$ cat src/rtl/ap_ctrl_perf_monitor.sv
// Performance monitor for HLS ap_ctrl handshakes. Each channel tracks
// IDLE/RUN/STALL, measures start-to-done latency and keeps saturating statistics.
module ap_ctrl_perf_monitor #(
    parameter int NUM_CH = 4,
    parameter int CNT_W  = 32,
    parameter int CH_W   = 2
) (
    input  logic              clock,
    input  logic              reset,
    input  logic [NUM_CH-1:0] ap_start,
    input  logic [NUM_CH-1:0] ap_ready,
    input  logic [NUM_CH-1:0] ap_done,
    input  logic [NUM_CH-1:0] ap_continue,
    input  logic              enable,
    input  logic              clear,
    input  logic              finish,
    input  logic [CH_W-1:0]   rd_ch,
    input  logic [2:0]        rd_sel,
    output logic [CNT_W-1:0]  rd_data,
    output logic [NUM_CH-1:0] busy,
    output logic              frozen
);

    typedef enum logic [1:0] {
        ST_IDLE  = 2'd0,
        ST_RUN   = 2'd1,
        ST_STALL = 2'd2
    } state_t;

    localparam logic [CNT_W-1:0] CNT_MAX = {CNT_W{1'b1}};
    localparam logic [CNT_W-1:0] CNT_ONE = {{(CNT_W-1){1'b0}}, 1'b1};

    state_t            state_q     [NUM_CH];
    state_t            state_d     [NUM_CH];
    logic [CNT_W-1:0]  lat_q       [NUM_CH];
    logic [CNT_W-1:0]  lat_d       [NUM_CH];
    logic [CNT_W-1:0]  start_cnt_q [NUM_CH];
    logic [CNT_W-1:0]  start_cnt_d [NUM_CH];
    logic [CNT_W-1:0]  done_cnt_q  [NUM_CH];
    logic [CNT_W-1:0]  done_cnt_d  [NUM_CH];
    logic [CNT_W-1:0]  stall_cnt_q [NUM_CH];
    logic [CNT_W-1:0]  stall_cnt_d [NUM_CH];
    logic [CNT_W-1:0]  busy_cnt_q  [NUM_CH];
    logic [CNT_W-1:0]  busy_cnt_d  [NUM_CH];
    logic [CNT_W-1:0]  last_lat_q  [NUM_CH];
    logic [CNT_W-1:0]  last_lat_d  [NUM_CH];
    logic [CNT_W-1:0]  max_lat_q   [NUM_CH];
    logic [CNT_W-1:0]  max_lat_d   [NUM_CH];
    logic [CNT_W-1:0]  cap_val     [NUM_CH];
    logic [NUM_CH-1:0] cap_vld;
    logic [NUM_CH-1:0] err_hit;
    logic [NUM_CH-1:0] err_q;
    logic [NUM_CH-1:0] err_d;
    logic [NUM_CH-1:0] ovf_q;
    logic [NUM_CH-1:0] ovf_d;
    logic              frozen_q;
    logic [CNT_W-1:0]  rd_data_q;
    logic [CNT_W-1:0]  rd_data_d;
    logic              upd;

    function automatic logic [CNT_W-1:0] sat_inc(input logic [CNT_W-1:0] v);
        return (v == CNT_MAX) ? v : v + CNT_ONE;
    endfunction

    // Statistics move only while enabled and not frozen; the FSMs always track.
    assign upd = enable && !frozen_q;

    always_comb begin
        state_d = state_q;
        lat_d   = lat_q;
        cap_vld = '0;
        err_hit = '0;
        for (int c = 0; c < NUM_CH; c++) begin
            cap_val[c] = '0;
            case (state_q[c])
                ST_IDLE: begin
                    if (ap_start[c] && ap_done[c]) begin
                        cap_vld[c] = 1'b1;
                    end else if (ap_start[c]) begin
                        state_d[c] = ST_RUN;
                        lat_d[c]   = CNT_ONE;
                    end else if (ap_done[c]) begin
                        err_hit[c] = 1'b1;
                    end
                end
                ST_RUN: begin
                    if (ap_done[c]) begin
                        cap_vld[c] = 1'b1;
                        cap_val[c] = lat_q[c];
                        if (!ap_continue[c]) begin
                            state_d[c] = ST_STALL;
                        end else if (ap_start[c]) begin
                            lat_d[c] = CNT_ONE;
                        end else begin
                            state_d[c] = ST_IDLE;
                        end
                    end else begin
                        lat_d[c] = sat_inc(lat_q[c]);
                    end
                end
                ST_STALL: begin
                    if (ap_continue[c] && ap_start[c]) begin
                        state_d[c] = ST_RUN;
                        lat_d[c]   = CNT_ONE;
                    end else if (ap_continue[c]) begin
                        state_d[c] = ST_IDLE;
                    end
                end
                default: state_d[c] = ST_IDLE;
            endcase
        end
    end

    always_comb begin
        start_cnt_d = start_cnt_q;
        done_cnt_d  = done_cnt_q;
        stall_cnt_d = stall_cnt_q;
        busy_cnt_d  = busy_cnt_q;
        last_lat_d  = last_lat_q;
        max_lat_d   = max_lat_q;
        err_d       = err_q;
        ovf_d       = ovf_q;
        if (upd) begin
            for (int c = 0; c < NUM_CH; c++) begin
                // ovf marks an increment that was dropped at the ceiling.
                if (ap_start[c] && ap_ready[c]) begin
                    ovf_d[c]       = ovf_d[c] | (start_cnt_q[c] == CNT_MAX);
                    start_cnt_d[c] = sat_inc(start_cnt_q[c]);
                end
                if (ap_done[c] && ap_continue[c]) begin
                    ovf_d[c]      = ovf_d[c] | (done_cnt_q[c] == CNT_MAX);
                    done_cnt_d[c] = sat_inc(done_cnt_q[c]);
                end
                if (state_q[c] == ST_STALL) begin
                    ovf_d[c]       = ovf_d[c] | (stall_cnt_q[c] == CNT_MAX);
                    stall_cnt_d[c] = sat_inc(stall_cnt_q[c]);
                end
                if (state_q[c] != ST_IDLE) begin
                    ovf_d[c]      = ovf_d[c] | (busy_cnt_q[c] == CNT_MAX);
                    busy_cnt_d[c] = sat_inc(busy_cnt_q[c]);
                end
                if (cap_vld[c]) begin
                    last_lat_d[c] = cap_val[c];
                    if (cap_val[c] > max_lat_q[c]) begin
                        max_lat_d[c] = cap_val[c];
                    end
                end
                if (err_hit[c]) begin
                    err_d[c] = 1'b1;
                end
            end
        end
    end

    always_comb begin
        rd_data_d = '0;
        if (int'(rd_ch) < NUM_CH) begin
            case (rd_sel)
                3'd0:    rd_data_d = start_cnt_q[rd_ch];
                3'd1:    rd_data_d = done_cnt_q[rd_ch];
                3'd2:    rd_data_d = last_lat_q[rd_ch];
                3'd3:    rd_data_d = max_lat_q[rd_ch];
                3'd4:    rd_data_d = stall_cnt_q[rd_ch];
                3'd5:    rd_data_d = busy_cnt_q[rd_ch];
                3'd6:    rd_data_d[3:0] = {state_q[rd_ch], ovf_q[rd_ch], err_q[rd_ch]};
                default: rd_data_d = '0;
            endcase
        end
    end

    always_comb begin
        for (int c = 0; c < NUM_CH; c++) begin
            busy[c] = (state_q[c] != ST_IDLE);
        end
    end

    always_ff @(posedge clock) begin
        if (reset || clear) begin
            for (int c = 0; c < NUM_CH; c++) begin
                state_q[c]     <= ST_IDLE;
                lat_q[c]       <= '0;
                start_cnt_q[c] <= '0;
                done_cnt_q[c]  <= '0;
                stall_cnt_q[c] <= '0;
                busy_cnt_q[c]  <= '0;
                last_lat_q[c]  <= '0;
                max_lat_q[c]   <= '0;
            end
            err_q    <= '0;
            ovf_q    <= '0;
            frozen_q <= 1'b0;
        end else begin
            for (int c = 0; c < NUM_CH; c++) begin
                state_q[c]     <= state_d[c];
                lat_q[c]       <= lat_d[c];
                start_cnt_q[c] <= start_cnt_d[c];
                done_cnt_q[c]  <= done_cnt_d[c];
                stall_cnt_q[c] <= stall_cnt_d[c];
                busy_cnt_q[c]  <= busy_cnt_d[c];
                last_lat_q[c]  <= last_lat_d[c];
                max_lat_q[c]   <= max_lat_d[c];
            end
            err_q    <= err_d;
            ovf_q    <= ovf_d;
            frozen_q <= frozen_q | finish;
        end
        // Readout samples the pre-edge statistics, even on a clear edge.
        if (reset) begin
            rd_data_q <= '0;
        end else begin
            rd_data_q <= rd_data_d;
        end
    end

    assign rd_data = rd_data_q;
    assign frozen  = frozen_q;

endmodule

$ cat config.mk
export PLATFORM = sky130hd
export DESIGN_NAME = ap_ctrl_perf_monitor
export DESIGN_NICKNAME = d
export VERILOG_FILES = /design/src/rtl/ap_ctrl_perf_monitor.sv
export SDC_FILE = /design/constraint.sdc
export NUM_CORES = 2
export LEC_CHECK = 0
export CORE_MARGIN = 1.5
export CORE_UTILIZATION = 50
export DETAILED_ROUTE_END_ITERATION = 8
export PLACE_DENSITY = 0.63
export SLEW_MARGIN = 5
export SYNTH_ARGS = -nofsm -noshare
export SYNTH_HDL_FRONTEND = slang
export SYNTH_SLANG_ARGS = --single-unit
$ cat constraint.sdc
create_clock -name clock -period 8 [get_ports clock]
set_input_delay 2.4 -clock clock [delete_from_list [all_inputs] [get_ports clock]]
set_output_delay 2.4 -clock clock [all_outputs]
set_load 0.01 [all_outputs]
==> results.md <==
- Run status: complete, no violations
- Worst r2r src: state_q[0]
- Drt first pass iters: 6
- Leakage: 19.62 nW
- Layout fillers: 9638
- Period minus WS final: 5.858 ns
- Total core area: 104100 um^2
- Post-CTS Setup Inserts: 0
- Yosys cell types: 75
- GRT overflow: 0
- CP max-delay cell: clkdlybuf4s50_1
- Critical Path End: max_lat_q[89]
- Final Cycle Share: 73.23%
- Ys Warns: 0
- Routed WL per cell: 25.76 um
- Worst vdd ir: 201.8 uV
- Clock skew: 0.03074 ns
- Seq/Total Area, Yosys: 35.87%
- RSZ-0062 raised after global routing: no
- Flop2flop setup slack: 3.74 ns
- Crit-path cells: clkdlybuf4s50_1 -> and3_1 -> ha_1 -> nand4_1 -> or4_1 -> o21bai_1 -> a31oi_1 -> a21oi_4 -> buf_4 -> mux2i_1
- Die X: 327.8 um
- Routability cong.: 1.002
- Ys flop type: dfxtp_1
- Resized cells post-CTS: 0
- Initial antenna violation count: 14
- Post-Route WL: 193.8 mm
- Setup violators final: 0
- Min-delay worst type: reg -> reg
- Commonest non-fill, non-tap cell in the layout: dfxtp_1
- Fin. max-slew vios: 0
- Num rows: 118
- Area leader, netlist: dfxtp_1
- Largest net degree at the start of global routing: 209
- Overall Global Routing Usage: 35.23%
- Final setup margin: 2.142 ns
- Pre-CTS WS: 1.538 ns
- Number of global-route vias before repair: 43270
- Starting density of the core: 50.67%
- NumNets Final: 6240
- Hold Crit Depth: 2
- Req. time, crit path: 8.64 ns
- Crit Path Class: in -> reg
- Ys async rst share: 0%
- Root Driver: clkbuf_16
- Peak per-stage delay on the critical path: 1.05 ns
- Final setup TNS: 0 ns
- Clock sinks: 945
- Util after Layout: 55.93%
- Die Height: 327.8 um
- R2R depth: 12
- Largest delay share family, worst path: buffers and inverters
- Crit path from: ap_done[1]
- Clock-pin slew on the worst setup and hold paths: 0.06 ns
- TritonCTS clock tree: built
- Num CTS Buffers: 107
- Post-synth EDFFs: 0
- Vias per cell: 6.431
- Synth top area cells: dfxtp_1, mux4_2, nor2_1, nand2_1, ha_1
- Power Dens Cells: 179.3 nW/um^2
- Post-Syn Instances: 6178
- Most frequent cells in the layout: dfxtp_1, nor2_1, nand2_1
- Layout cells sized above 1: 8.583%
- Reg-to-Reg End: max_lat_q[12]
- Achievable Freq: 0.1707 GHz
- Worst-path fanout max: 34
- Worst-Skew Late Latency: 0.74 ns
- Vias: 48400
- Area grow syn2layout: 10.38%
- Buffers plus inverters on the worst setup path: 2
- Ports: 63
- Max cap viols: 0
- Crit path launch type: input pin
- Fin. Hold Viols: 0
- Antenna viol nets, final: 0
- Critical Path Sink Type: register
- Fin cells: 7525
- #FFs+latches synth: 945
- Hold Buf Count CTS: 0
- Rel. slew slack: 13.47%
- Pwr Total: 10.44 mW
- Mapped cell area: 52740 um^2
- H-tree levels: 3
- Dpl cells: 7321
- Avg Cell Area, Syn: 8.536 um^2
- Bufs on Longest Clock Path: 3
- # DRC: 0
- Number of cells on the critical path: 10
- First-pass GRT wire length: 285.5 mm
- Dpl hpwl: 144.6 mm
- Initial DRC count: 6235
- I/O Buffers: 62
- Die Area: 107400 um^2
- Post-synth net total: 6368
- Worst Tran Pin Value: 1.287 ns
- Top cell type's share of synthesized area: 35.87%
- WP data arrival: 6.50 ns
[sequential cells by signal, indices dropped and copies added (netlist names)]
register / count
start_cnt_q: 128
frozen: 1
rd_data: 32
state_q: 8
lat_q: 128
max_lat_q: 128
busy_cnt_q: 128
stall_cnt_q: 128
done_cnt_q: 128
last_lat_q: 128
err_q: 4
ovf_q: 4
[report_power, final]
group | total [mW] | internal (mW) | switching [mW]
logic | 0.442 | 0.113 | 0.329
clock network | 5.28 | 3.10 | 2.17
registers | 4.72 | 4.71 | 0.00962
[synth_stat cells (all sizes together), types with 30 or more instances]
cell type  instances
a31oi             89
and3             213
inv              205
xor2             187
and4              80
nand3            274
clkbuf           312
or3              102
nand2            643
and2              59
mux4             197
nor4              90
xnor2            224
nor2             712
o21ai            184
nor3b             30
dfxtp            945
nand4            250
a21oi            251
a22oi            206
buf               64
mux2i            156
nor3             195
o211ai            31
ha               164
[worst reg2reg max path: cells and delay by family, from the launching register on]
family / cells / cell delay, ns
flops: 1 / 0.58
compound gates: 3 / 0.40
fa+ha+maj: 2 / 0.84
buf+inv: 2 / 0.90
mux: 1 / 0.27
simple gates: 4 / 1.20
[area by class of cell]
| type | instances | area [um^2] | area share [%] |
|---|---|---|---|
| antenna | 5 | 12.51 | 0.02149 |
| timing repair buffer | 139 | 1282 | 2.203 |
| clock buffer | 150 | 3069 | 5.272 |
| multi-input combinational | 4652 | 31760 | 54.56 |
| tap | 1380 | 1727 | 2.966 |
| inverter | 205 | 769.5 | 1.322 |
| sequential | 945 | 18920 | 32.50 |
| clock inverter | 49 | 673.1 | 1.156 |
[kinds of logic after synthesis]
family	count (synthesis)	synth area share, %
adders and majority gates	164	3.891
xor gates and xnor gates	411	6.826
DFF	945	35.87
AOI/OAI and AO/OA	934	11.35
and+or+nand+nor	2789	26.43
muxes	354	11.40
buffers and inverters	581	4.242
[worst min path at each step]
stage                   startpoint        endpoint  slack, ns
floorplan                 err_q[2]        err_q[2]       0.43
global route        last_lat_q[61]  last_lat_q[61]       0.48
finish              last_lat_q[61]  last_lat_q[61]       0.46
detailed placement  last_lat_q[61]  last_lat_q[61]       0.45
global placement    last_lat_q[63]  last_lat_q[63]       0.44
CTS                 last_lat_q[61]  last_lat_q[61]       0.46
[per-layer routing]
layer	GRT usage, %	share of wire (%)	up-vias
met1	49.80	43	23570
li1	-	-	22250
met3	6.377	9.7	368
met5	0	0.049	-
met2	52.77	43	2200
met4	14.71	4.7	14
[per-stage QoR]
step	instance area, um^2	hold WS (ns)
2_1_floorplan	52740	0.4315
3_3_place_gp	54460	0.4446
4_1_cts	58200	0.4558
6_report	58210	0.4585
5_1_grt	58200	0.4777
3_5_place_dp	54460	0.4479
Note: power is estimated with default switching activity, not from simulation.
